--- src/rtl/image_job_scheduler_if.sv ---
// Bundles the requester, image-processor and completion-record signals of the job scheduler.
// The scheduler connects through the master modport; the surrounding system uses slave.
interface image_job_scheduler_if #(
    parameter int NUM_REQ = 4,
    parameter int ID_W    = 2
);
    logic [NUM_REQ-1:0]   req_valid;
    logic [NUM_REQ-1:0]   req_ready;
    logic [2*NUM_REQ-1:0] req_op;
    logic [8*NUM_REQ-1:0] req_thresh;
    logic [8*NUM_REQ-1:0] req_bright;

    logic                 proc_start;
    logic [1:0]           proc_op;
    logic [7:0]           proc_thresh;
    logic [7:0]           proc_bright;
    logic                 proc_pixel_strobe;
    logic                 proc_done;

    logic                 cmp_valid;
    logic                 cmp_ready;
    logic [ID_W-1:0]      cmp_id;
    logic [31:0]          cmp_count;
    logic                 cmp_timeout;

    logic                 busy;

    modport master (
        input  req_valid, req_op, req_thresh, req_bright,
        input  proc_pixel_strobe, proc_done, cmp_ready,
        output req_ready, proc_start, proc_op, proc_thresh, proc_bright,
        output cmp_valid, cmp_id, cmp_count, cmp_timeout, busy
    );

    modport slave (
        output req_valid, req_op, req_thresh, req_bright,
        output proc_pixel_strobe, proc_done, cmp_ready,
        input  req_ready, proc_start, proc_op, proc_thresh, proc_bright,
        input  cmp_valid, cmp_id, cmp_count, cmp_timeout, busy
    );
endinterface

--- src/rtl/image_job_scheduler.sv ---
// Round-robin job scheduler: grants one requester at a time, launches the image processor,
// counts processed pixels under a watchdog and hands back a completion record.
module image_job_scheduler #(
    parameter int NUM_REQ        = 4,
    parameter int ID_W           = 2,
    parameter int TIMEOUT_CYCLES = 1048576
) (
    input  logic                  clk,
    input  logic                  rst,
    image_job_scheduler_if.master bus
);

    typedef enum logic [1:0] {IDLE, ISSUE, RUN, COMPLETE} state_e;

    state_e           state_q, state_d;
    logic [ID_W-1:0]  lastGrant_q;
    logic [ID_W-1:0]  ownerId_q;
    logic [1:0]       op_q;
    logic [7:0]       thresh_q;
    logic [7:0]       bright_q;
    logic [31:0]      pixCnt_q;
    logic [31:0]      wdog_q;
    logic             timeout_q;

    logic               winnerFound;
    logic [ID_W-1:0]    winnerId;
    logic [ID_W-1:0]    candId;
    logic [NUM_REQ-1:0] grantOneHot;
    logic [1:0]         selOp;
    logic [7:0]         selThresh;
    logic [7:0]         selBright;
    logic               accept;
    logic               wdogExpired;

    // Scan circularly from the requester after the last grant; the first valid one wins.
    always_comb begin
        winnerFound = 1'b0;
        winnerId    = '0;
        candId      = '0;
        grantOneHot = '0;
        for (int k = 1; k <= NUM_REQ; k++) begin
            candId = ID_W'((int'(lastGrant_q) + k) % NUM_REQ);
            if (!winnerFound && bus.req_valid[candId]) begin
                winnerFound = 1'b1;
                winnerId    = candId;
            end
        end
        grantOneHot[winnerId] = winnerFound;
    end

    always_comb begin
        selOp     = '0;
        selThresh = '0;
        selBright = '0;
        for (int i = 0; i < NUM_REQ; i++) begin
            if (winnerId == ID_W'(i)) begin
                selOp     = bus.req_op[2*i +: 2];
                selThresh = bus.req_thresh[8*i +: 8];
                selBright = bus.req_bright[8*i +: 8];
            end
        end
    end

    assign accept      = (state_q == IDLE) && winnerFound;
    assign wdogExpired = (wdog_q == 32'(TIMEOUT_CYCLES - 1));

    always_ff @(posedge clk) begin
        if (rst) state_q <= IDLE;
        else     state_q <= state_d;
    end

    // proc_done wins over a simultaneous watchdog expiry.
    always_comb begin
        state_d = state_q;
        case (state_q)
            IDLE:     if (accept) state_d = ISSUE;
            ISSUE:    state_d = RUN;
            RUN:      if (bus.proc_done || wdogExpired) state_d = COMPLETE;
            COMPLETE: if (bus.cmp_ready) state_d = IDLE;
            default:  state_d = IDLE;
        endcase
    end

    always_comb begin
        bus.req_ready  = (state_q == IDLE) ? grantOneHot : '0;
        bus.proc_start = (state_q == ISSUE);
        bus.cmp_valid  = (state_q == COMPLETE);
        bus.busy       = (state_q != IDLE);
    end

    always_ff @(posedge clk) begin
        if (rst) begin
            lastGrant_q <= ID_W'(NUM_REQ - 1);
            ownerId_q   <= '0;
            op_q        <= '0;
            thresh_q    <= '0;
            bright_q    <= '0;
            pixCnt_q    <= '0;
            wdog_q      <= '0;
            timeout_q   <= 1'b0;
        end else begin
            if (accept) begin
                lastGrant_q <= winnerId;
                ownerId_q   <= winnerId;
                op_q        <= selOp;
                thresh_q    <= selThresh;
                bright_q    <= selBright;
            end
            case (state_q)
                ISSUE: begin
                    pixCnt_q  <= '0;
                    wdog_q    <= '0;
                    timeout_q <= 1'b0;
                end
                RUN: begin
                    if (bus.proc_pixel_strobe && (pixCnt_q != '1))
                        pixCnt_q <= pixCnt_q + 32'd1;
                    wdog_q <= wdog_q + 32'd1;
                    if (!bus.proc_done && wdogExpired)
                        timeout_q <= 1'b1;
                end
                default: ;
            endcase
        end
    end

    assign bus.proc_op     = op_q;
    assign bus.proc_thresh = thresh_q;
    assign bus.proc_bright = bright_q;
    assign bus.cmp_id      = ownerId_q;
    assign bus.cmp_count   = pixCnt_q;
    assign bus.cmp_timeout = timeout_q;

endmodule

--- src/flat_wrapper.sv ---
// flat-port wrapper written by rule: the top's interface ports become plain ports
module image_job_scheduler_flat 
#(
    parameter int NUM_REQ        = 4,
    parameter int ID_W           = 2,
    parameter int TIMEOUT_CYCLES = 1048576
)
  (clk, rst, bus_req_valid, bus_req_op, bus_req_thresh, bus_req_bright, bus_proc_pixel_strobe, bus_proc_done, bus_cmp_ready, bus_req_ready, bus_proc_start, bus_proc_op, bus_proc_thresh, bus_proc_bright, bus_cmp_valid, bus_cmp_id, bus_cmp_count, bus_cmp_timeout, bus_busy);
  image_job_scheduler_if #(.NUM_REQ(NUM_REQ), .ID_W(ID_W)) bus_i ();
  input  logic clk;
  input  logic rst;
  input wire logic [$bits(bus_i.req_valid)-1:0] bus_req_valid;
  input wire logic [$bits(bus_i.req_op)-1:0] bus_req_op;
  input wire logic [$bits(bus_i.req_thresh)-1:0] bus_req_thresh;
  input wire logic [$bits(bus_i.req_bright)-1:0] bus_req_bright;
  input wire logic [$bits(bus_i.proc_pixel_strobe)-1:0] bus_proc_pixel_strobe;
  input wire logic [$bits(bus_i.proc_done)-1:0] bus_proc_done;
  input wire logic [$bits(bus_i.cmp_ready)-1:0] bus_cmp_ready;
  output wire logic [$bits(bus_i.req_ready)-1:0] bus_req_ready;
  output wire logic [$bits(bus_i.proc_start)-1:0] bus_proc_start;
  output wire logic [$bits(bus_i.proc_op)-1:0] bus_proc_op;
  output wire logic [$bits(bus_i.proc_thresh)-1:0] bus_proc_thresh;
  output wire logic [$bits(bus_i.proc_bright)-1:0] bus_proc_bright;
  output wire logic [$bits(bus_i.cmp_valid)-1:0] bus_cmp_valid;
  output wire logic [$bits(bus_i.cmp_id)-1:0] bus_cmp_id;
  output wire logic [$bits(bus_i.cmp_count)-1:0] bus_cmp_count;
  output wire logic [$bits(bus_i.cmp_timeout)-1:0] bus_cmp_timeout;
  output wire logic [$bits(bus_i.busy)-1:0] bus_busy;
  assign bus_i.req_valid = bus_req_valid;
  assign bus_i.req_op = bus_req_op;
  assign bus_i.req_thresh = bus_req_thresh;
  assign bus_i.req_bright = bus_req_bright;
  assign bus_i.proc_pixel_strobe = bus_proc_pixel_strobe;
  assign bus_i.proc_done = bus_proc_done;
  assign bus_i.cmp_ready = bus_cmp_ready;
  assign bus_req_ready = bus_i.req_ready;
  assign bus_proc_start = bus_i.proc_start;
  assign bus_proc_op = bus_i.proc_op;
  assign bus_proc_thresh = bus_i.proc_thresh;
  assign bus_proc_bright = bus_i.proc_bright;
  assign bus_cmp_valid = bus_i.cmp_valid;
  assign bus_cmp_id = bus_i.cmp_id;
  assign bus_cmp_count = bus_i.cmp_count;
  assign bus_cmp_timeout = bus_i.cmp_timeout;
  assign bus_busy = bus_i.busy;
  image_job_scheduler #(.NUM_REQ(NUM_REQ), .ID_W(ID_W), .TIMEOUT_CYCLES(TIMEOUT_CYCLES)) u_core (.clk(clk), .rst(rst), .bus(bus_i));
endmodule
--- config.mk ---
export PLATFORM = sky130hd
export DESIGN_NAME = image_job_scheduler_flat
export DESIGN_NICKNAME = d
export VERILOG_FILES = /design/src/rtl/image_job_scheduler_if.sv /design/src/rtl/image_job_scheduler.sv /design/src/flat_wrapper.sv
export SDC_FILE = /design/constraint.sdc
export NUM_CORES = 1
export LEC_CHECK = 0
export ABC_AREA = 1
export CAP_MARGIN = 10
export CORE_ASPECT_RATIO = 1.5
export CORE_UTILIZATION = 30
export DETAILED_ROUTE_END_ITERATION = 10
export GPL_TIMING_DRIVEN = 0
export MAX_ROUTING_LAYER = met4
export PLACE_DENSITY = 0.56
export SETUP_SLACK_MARGIN = 0.3
export SYNTH_ARGS = -nofsm -noshare
export SYNTH_HDL_FRONTEND = slang
export SYNTH_SLANG_ARGS = --single-unit
--- constraint.sdc ---
create_clock -name clk -period 4.2 [get_ports clk]
set_clock_uncertainty 0.2 [all_clocks]
set_input_delay 0.84 -clock clk [delete_from_list [all_inputs] [get_ports clk]]
set_output_delay 0.84 -clock clk [all_outputs]
set_load 0.005 [all_outputs]
* Word level (Yosys, flattened, before mapping) *
Cells that the tools add are included.

word-level totals
  flip-flop bits (word level) = 89
  bits in latches = 0
  memory bits (writable) = 0
  ROM bits = 0
  input bits = 81
  output and inout port bits = 60
  word-level logic and storage cells = 94
  memories kept = 0

cells by class
  add/sub/neg operators = 6
  multipliers = 0
  div/mod/pow operators = 0
  $lt $le $gt $ge = 6
  eq/ne operators = 13
  shift operators = 0
  muxes and demuxes = 40
  bitwise gates (word level) = 1
  reductions and logical operators = 19

operator list
  kind                                                                          count
  32-bit case mux with 2 select lines                                           2
  32-bit by 1-bit adder with 32-bit output, second input constant               2
  8-bit two-way mux                                                             8
  32-bit by 20-bit == test with 1-bit output, second input constant             1
  32-bit two-way mux                                                            1
  32-bit != test, second input constant                                         1
  2-bit two-way mux                                                             11
  2-bit by 3-bit less-than comparator with 1-bit output, second input constant  5
  1-bit two-way mux                                                             10
  1-bit binary-select mux with 2-bit select                                     4
  2-bit == test, second input constant                                          4
  2-bit by 1-bit != test with 1-bit output, second input constant               4
  2-bit case mux with 4 select lines                                            1
  1-bit logical AND                                                             7
  2-bit by 1-bit adder with 2-bit output, second input constant                 2
  2-bit adder, second input constant                                            2
  4-bit AND                                                                     1
  2-bit by 1-bit == test with 1-bit output, second input constant               2
  1-bit zero test                                                               4
  2-bit zero test                                                               2
  4-bit two-way mux                                                             1
  2-bit AND reduction                                                           2
  2-bit nonzero test                                                            2
  3-bit AND reduction                                                           1
  5 further kinds                                                               5

* Logic depth before layout (Yosys ltp) *
  word-level depth = 19
  gate-level depth with buffers = 17
  gate-level depth less buffers = 16

* Worst setup path after synthesis *
OpenSTA, ideal clock, no wires.

  path kind = input to output
  start point = input port bus_req_valid[3]
  end point = output port bus_req_ready[0]
  arrival time = 1.952 ns
  required time = 3.160 ns
  path slack = 1.208 ns
  stages = 10
  buffers on the path = 1
  cells stage by stage = inv_1 -> nand2_1 -> nand3_1 -> nand2_1 -> nor2_8 -> nand4_1 -> nand2_4 -> inv_2 -> buf_2 -> nor3_1

on the way
  word-level cells in the longest chain between the ends = 18
  elaborated cells between the ends (all ways) = 29
  those cells by class = 2 x order compare; 19 x mux; 1 x bitwise; 7 x reduce/logical

RTL lines
  what                                                                                                                                                  line                       RTL
  start: declaration                                                                                                                                    flat_wrapper.sv:12         input wire logic [$bits(bus_i.req_valid)-1:0] bus_req_valid;
  1-bit binary-select mux with 2-bit select                                                                                                             image_job_scheduler.sv:43  if (!winnerFound && bus.req_valid[candId]) begin
  1-bit two-way mux (implied by the code)                                                                                                               image_job_scheduler.sv:43
  1-bit two-way mux                                                                                                                                     image_job_scheduler.sv:43
  1-bit zero test                                                                                                                                       image_job_scheduler.sv:43
  1-bit logical AND                                                                                                                                     image_job_scheduler.sv:43
  1-bit two-way mux                                                                                                                                     image_job_scheduler.sv:43
  1-bit zero test                                                                                                                                       image_job_scheduler.sv:43
  1-bit logical AND                                                                                                                                     image_job_scheduler.sv:43
  (+2 left out)                                                                                                                                         n/a
  1-bit logical AND                                                                                                                                     image_job_scheduler.sv:43
  2-bit two-way mux                                                                                                                                     image_job_scheduler.sv:43
  2-bit by 3-bit less-than comparator with 1-bit output (implied by the code) / 2-bit by 1-bit >= comparator with 1-bit output (equally long branches)  image_job_scheduler.sv:48  grantOneHot[winnerId] = winnerFound;
  1-bit logical AND (implied by the code)                                                                                                               image_job_scheduler.sv:48
  1-bit two-way mux (implied by the code)                                                                                                               image_job_scheduler.sv:48
  1-bit demux with 2-bit select                                                                                                                         n/a
  4-bit AND (no source line) (*)                                                                                                                        n/a
  4-bit two-way mux (*)                                                                                                                                 image_job_scheduler.sv:85  bus.req_ready = (state_q == IDLE) ? grantOneHot : '0;
  end: declaration                                                                                                                                      flat_wrapper.sv:19         output wire logic [$bits(bus_i.req_ready)-1:0] bus_req_ready;

Every way passes the cells marked *; elsewhere a longest branch is shown, timed or not. The select of a mux whose other input is x is not followed.

* Worst setup path after layout *
  start point = input port bus_req_valid[2]
  end point = output port bus_req_ready[0]

Same word-level chain as after synthesis.

==> results.md <==
- For this run, the total global-route usage over all layers was measured as 0.204.
- The die is approximately 110 µm wide.
- The type of destination of the critical path is an output port.
- The number of nets with antenna violations after routing is 0.
- The simple-gate share of the synthesized area is 0.408.
- The category of the worst setup path launch point is an input port.
- Setup repair after global routing could not meet its margin everywhere.
- Clock-pin slew was measured on the worst setup and hold paths at 70 ps.
- Buffers inserted to repair hold after CTS numbered 0.
- The peak ir drop on the vdd network is between 300 and 400 µV.
- The number of register bits inferred by synthesis is 89.
- The peak fanout along the critical path is 10.
- The slew of the pin with the lowest slew margin is around 600 ps.
- The root buffer cell is sky130_fd_sc_hd__clkbuf_16.
- The cell count after synthesis is 822.
- The detailed router placed 5823 vias in this run.
- TritonCTS built the clock tree.
- The maximum buffer depth of the clock tree is 2.
- The floorplan step defined a core boundary enclosing 16900 µm².
- The worst hold path terminates at u_core.wdog_q[31].
- After floorplanning, the core was divided into 58 placement rows.
- The area growth from synthesis to layout is 40.1%.
- The total overflow left after global routing is 0.
- The via count of the first global-routing pass is between 5000 and 6000.
- The count of different cell masters after synthesis is 47.
- Dividing the detail-routed wire length by the instance count gives 14.9 µm.
- After routing the design area is roughly 7400 µm².
- In this run the register-to-register setup slack is 1250 ps.
- For this run, the detailed router's first-pass iteration total came to 5.
- Setup violations remaining at the end of the flow were counted as 0.
- In this run, placement finished with an instance count of 1171.
- In this run the critical register-to-register path is launched from u_core.state_q[0].
- Of the total synthesized cell area, the portion taken by XOR and XNOR cells is 0.0134.
- The tightest slew margin relative to the limit is 0.600.
- The most frequently used flop master after synthesis is sky130_fd_sc_hd__dfxtp_1.
- The number of hold-slack violations in the final timing report is 0.
- The run finished with clean final reports.
- The remaining design rule violation count is 0.
- The total I/O pin count is 141.
- Input and output buffers added on the ports amount to 139.
- The multiplexer share of the synthesized area is 0.
- The cell depth of the worst hold path is 1.
- The number of CTS-inserted buffers is 9.
- Clock latency on the worst-skew pair, taken at its later pin, is 340 ps.
- Setup total negative slack on the finished layout was measured at 0 ps.
- The length in cells of the worst reg-to-reg path is 15.
- The initial utilization of the core area, before any placement, comes to 0.310.
- The critical path arrival is 2800 ps.
- The largest family of logic cells by synthesized area is simple AND/OR/NAND/NOR gates.
- The post-synthesis net count is 909.
- The share of the synthesized area in compound gates (AO/OA/AOI/OAI) is 0.144.
- The worst path meets setup with 358 ps of slack.
- The clock drives 89 sinks.
- In the synthesized netlist the async set-or-reset flop fraction comes to 0.
- The worst slack at placement is between 20 and 25 ps.
- The die covers approximately 18000 µm².
- The peak clock frequency supported by timing is 0.260 GHz.
- Max-cap violations in this run came to 0.
- The count of cells in the finished layout, fillers not included, comes to 1197.
- The initial antenna violation count is 1.
- Entering global routing, the biggest net connects 18 pins.
- The min-delay analysis places its worst path in the category flip-flop to flip-flop.
- The synthesized area per cell is 6.38 µm².
- The register area share after synthesis is 0.340.
- The routed wire length is 17800 µm.
- After legalization and detailed placement, the total HPWL measured 13700 µm.
- During synthesis, Yosys emitted a total of 0 warnings.
- The adder and majority cell fraction of the synthesized area is 0.0143.
- The synthesized design contains 0 enable-type register cells.
- The total power per unit cell area is 592 nW/µm².
- The max-slew violation count is 0.
- After the first detailed-routing iteration, the DRC count stood at 237.
- After detailed routing, the number of vias per cell comes to 4.86.
- In this run the vertical extent of the chip is 164 µm.
- The number of levels the H-tree was split into is 3.
- In this run the cell area measured after placement is ~7000 µm².
- The launch point of the worst hold path is u_core.wdog_q[31].
- The share of the cycle needed by the critical path after routing is 0.915.
- In the final layout, the share of cells above drive strength 1 is 0.0862.
- The number of fill cells is between 1500 and 2000.
- Routability-driven placement finished with a final weighted congestion of ~0.86.
- Data on the critical path is required at its endpoint by 3160 ps.
- The worst setup path is of the input port to output port kind.
- For this run, the post-layout net count is 1068.
- The minimum clock period after layout is 3840 ps.
- The leakage component of the power is between 2 and 3 nW.
- The worst register-to-register path ends at u_core.wdog_q[25].
- The final total power is ~0.0044 W.
- The global-route wire length before repair is 27400 µm.
- The synthesized netlist occupies a cell area of 5250 µm².
==> layout make-up <==
type,instances,area (µm²),area share
tap,210,263,0.0357
timing repair buffer,148,1460,0.198
inverter,81,304,0.0414
sequential,89,1780,0.242
clock buffer,9,225,0.0306
buffer,22,141,0.0192
multi-input combinational,630,3070,0.418
clock inverter,7,108,0.0146
antenna,1,2.50,0.000340
==> how the worst max path moves through the flow <==
stage / startpoint / end / slack [ps] / cells after the start
2_1_floorplan: bus_req_valid[3] / bus_req_ready[0] / 1210 / 10
3_3_place_gp: bus_req_valid[0] / bus_req_ready[3] / 30 / 13
3_5_place_dp: bus_req_valid[1] / bus_req_ready[3] / 20 / 13
4_1_cts: bus_req_valid[2] / bus_req_ready[3] / 210 / 12
5_1_grt: bus_req_valid[2] / bus_req_ready[2] / 240 / 11
6_report: bus_req_valid[2] / bus_req_ready[0] / 360 / 11
==> power breakdown <==
part	internal, W	total, W	switching (W)
registers	0.000929	0.000981	0.0000523
logic	0.000945	0.00246	0.00151
clock network	0.000535	0.000915	0.000380
==> cells in the final DEF (no fill, tap or decap), types with 2 or more instances in the layout <==
| master | netlist | layout |
|---|---|---|
| sky130_fd_sc_hd__nand2_4 | 4 | 5 |
| sky130_fd_sc_hd__inv_8 | 0 | 2 |
| sky130_fd_sc_hd__nand2_1 | 236 | 230 |
| sky130_fd_sc_hd__nor2_2 | 5 | 4 |
| sky130_fd_sc_hd__nor4_1 | 9 | 9 |
| sky130_fd_sc_hd__o211a_1 | 2 | 2 |
| sky130_fd_sc_hd__or2_2 | 5 | 5 |
| sky130_fd_sc_hd__dfxtp_1 | 89 | 89 |
| sky130_fd_sc_hd__xnor2_1 | 4 | 4 |
| sky130_fd_sc_hd__nor2_1 | 100 | 100 |
| sky130_fd_sc_hd__nor3_2 | 2 | 2 |
| sky130_fd_sc_hd__o21ai_0 | 47 | 47 |
| sky130_fd_sc_hd__a31oi_1 | 2 | 2 |
| sky130_fd_sc_hd__nand3b_1 | 4 | 4 |
| sky130_fd_sc_hd__nor3b_1 | 2 | 2 |
| sky130_fd_sc_hd__nand2_2 | 4 | 9 |
| sky130_fd_sc_hd__clkbuf_1 | 9 | 8 |
| sky130_fd_sc_hd__inv_2 | 9 | 9 |
| sky130_fd_sc_hd__inv_6 | 0 | 2 |
| sky130_fd_sc_hd__xor2_1 | 4 | 4 |
| sky130_fd_sc_hd__dlygate4sd2_1 | 0 | 5 |
| sky130_fd_sc_hd__nor2_4 | 1 | 2 |
| sky130_fd_sc_hd__nor3_1 | 35 | 35 |
| sky130_fd_sc_hd__ha_1 | 6 | 6 |
| sky130_fd_sc_hd__nand3_1 | 40 | 39 |
| sky130_fd_sc_hd__bufinv_16 | 0 | 2 |
| sky130_fd_sc_hd__buf_4 | 2 | 12 |
| sky130_fd_sc_hd__buf_2 | 8 | 6 |
| sky130_fd_sc_hd__o21a_1 | 4 | 4 |
| sky130_fd_sc_hd__a21oi_1 | 69 | 69 |
| sky130_fd_sc_hd__clkdlybuf4s50_1 | 0 | 133 |
| sky130_fd_sc_hd__a211oi_1 | 2 | 2 |
| sky130_fd_sc_hd__nand3_2 | 3 | 4 |
| sky130_fd_sc_hd__clkbuf_16 | 0 | 9 |
| sky130_fd_sc_hd__buf_6 | 3 | 4 |
| sky130_fd_sc_hd__nand4_1 | 23 | 23 |
| sky130_fd_sc_hd__inv_1 | 72 | 72 |
==> synthesized netlist by cell type (9+ instances only) <==
cell,instances,area share
sky130_fd_sc_hd__a21oi_1,69,0.066
sky130_fd_sc_hd__clkbuf_1,9,0.0064
sky130_fd_sc_hd__dfxtp_1,89,0.34
sky130_fd_sc_hd__inv_1,72,0.052
sky130_fd_sc_hd__inv_2,9,0.0064
sky130_fd_sc_hd__nand2_1,236,0.17
sky130_fd_sc_hd__nand3_1,40,0.038
sky130_fd_sc_hd__nand4_1,23,0.027
sky130_fd_sc_hd__nor2_1,100,0.072
sky130_fd_sc_hd__nor3_1,35,0.033
sky130_fd_sc_hd__nor4_1,9,0.011
sky130_fd_sc_hd__o21ai_0,47,0.045
==> kinds of logic after synthesis <==
kind of cell             Yosys count
AO/OA/AOI/OAI                    138
adder cells (fa/ha/maj)            6
flip-flops                        89
XOR/XNOR                           8
AND/OR/NAND/NOR                  478
buffers and inverters            103
==> repair_timing <==
item                       in CTS  in global routing
setup endpoints to repair       4                  1
gates resized for setup        15                  7
pin swaps                       4                  3
setup buffers                   6                  3
==> critical path, cell delays in order <==
cell and delay, ps:
sky130_fd_sc_hd__clkdlybuf4s50_1 500, sky130_fd_sc_hd__inv_1 60, sky130_fd_sc_hd__nand2_2 90, sky130_fd_sc_hd__nand2_2 70, sky130_fd_sc_hd__o21ai_2 210, sky130_fd_sc_hd__nand3b_1 210, sky130_fd_sc_hd__nand2_4 90, sky130_fd_sc_hd__buf_4 160
sky130_fd_sc_hd__buf_6 140, sky130_fd_sc_hd__nor3_1 180, sky130_fd_sc_hd__dlygate4sd2_1 250
==> metal layers <==
metal | share of wire | up-vias | GRT usage
met2 | 0.52 | 127 | 0.364
met4 | 0.022 | 0 | 0.0648
met3 | 0.045 | 27 | 0.0286
li1 | - | 3025 | -
met1 | 0.42 | 2644 | 0.230
met5 | 0 | - | -
==> registers in the layout (all words and copies together), names as in the netlist <==
name / flops
u_core.state_q: 2
u_core.bus.proc_op: 2
u_core.bus.proc_bright: 8
u_core.lastGrant_q: 2
u_core.bus.cmp_count: 32
u_core.bus.cmp_timeout: 1
u_core.bus.cmp_id: 2
u_core.wdog_q: 32
u_core.bus.proc_thresh: 8
==> metrics by stage <==
step | hold WS [ps] | utilization
floorplan | 224 | -
global placement | 238 | 0.408
detailed placement | 243 | 0.408
CTS | 254 | 0.432
global route | 267 | 0.435
finish | 259 | 0.435
No activity file was read; power rests on OpenSTA's default activity.
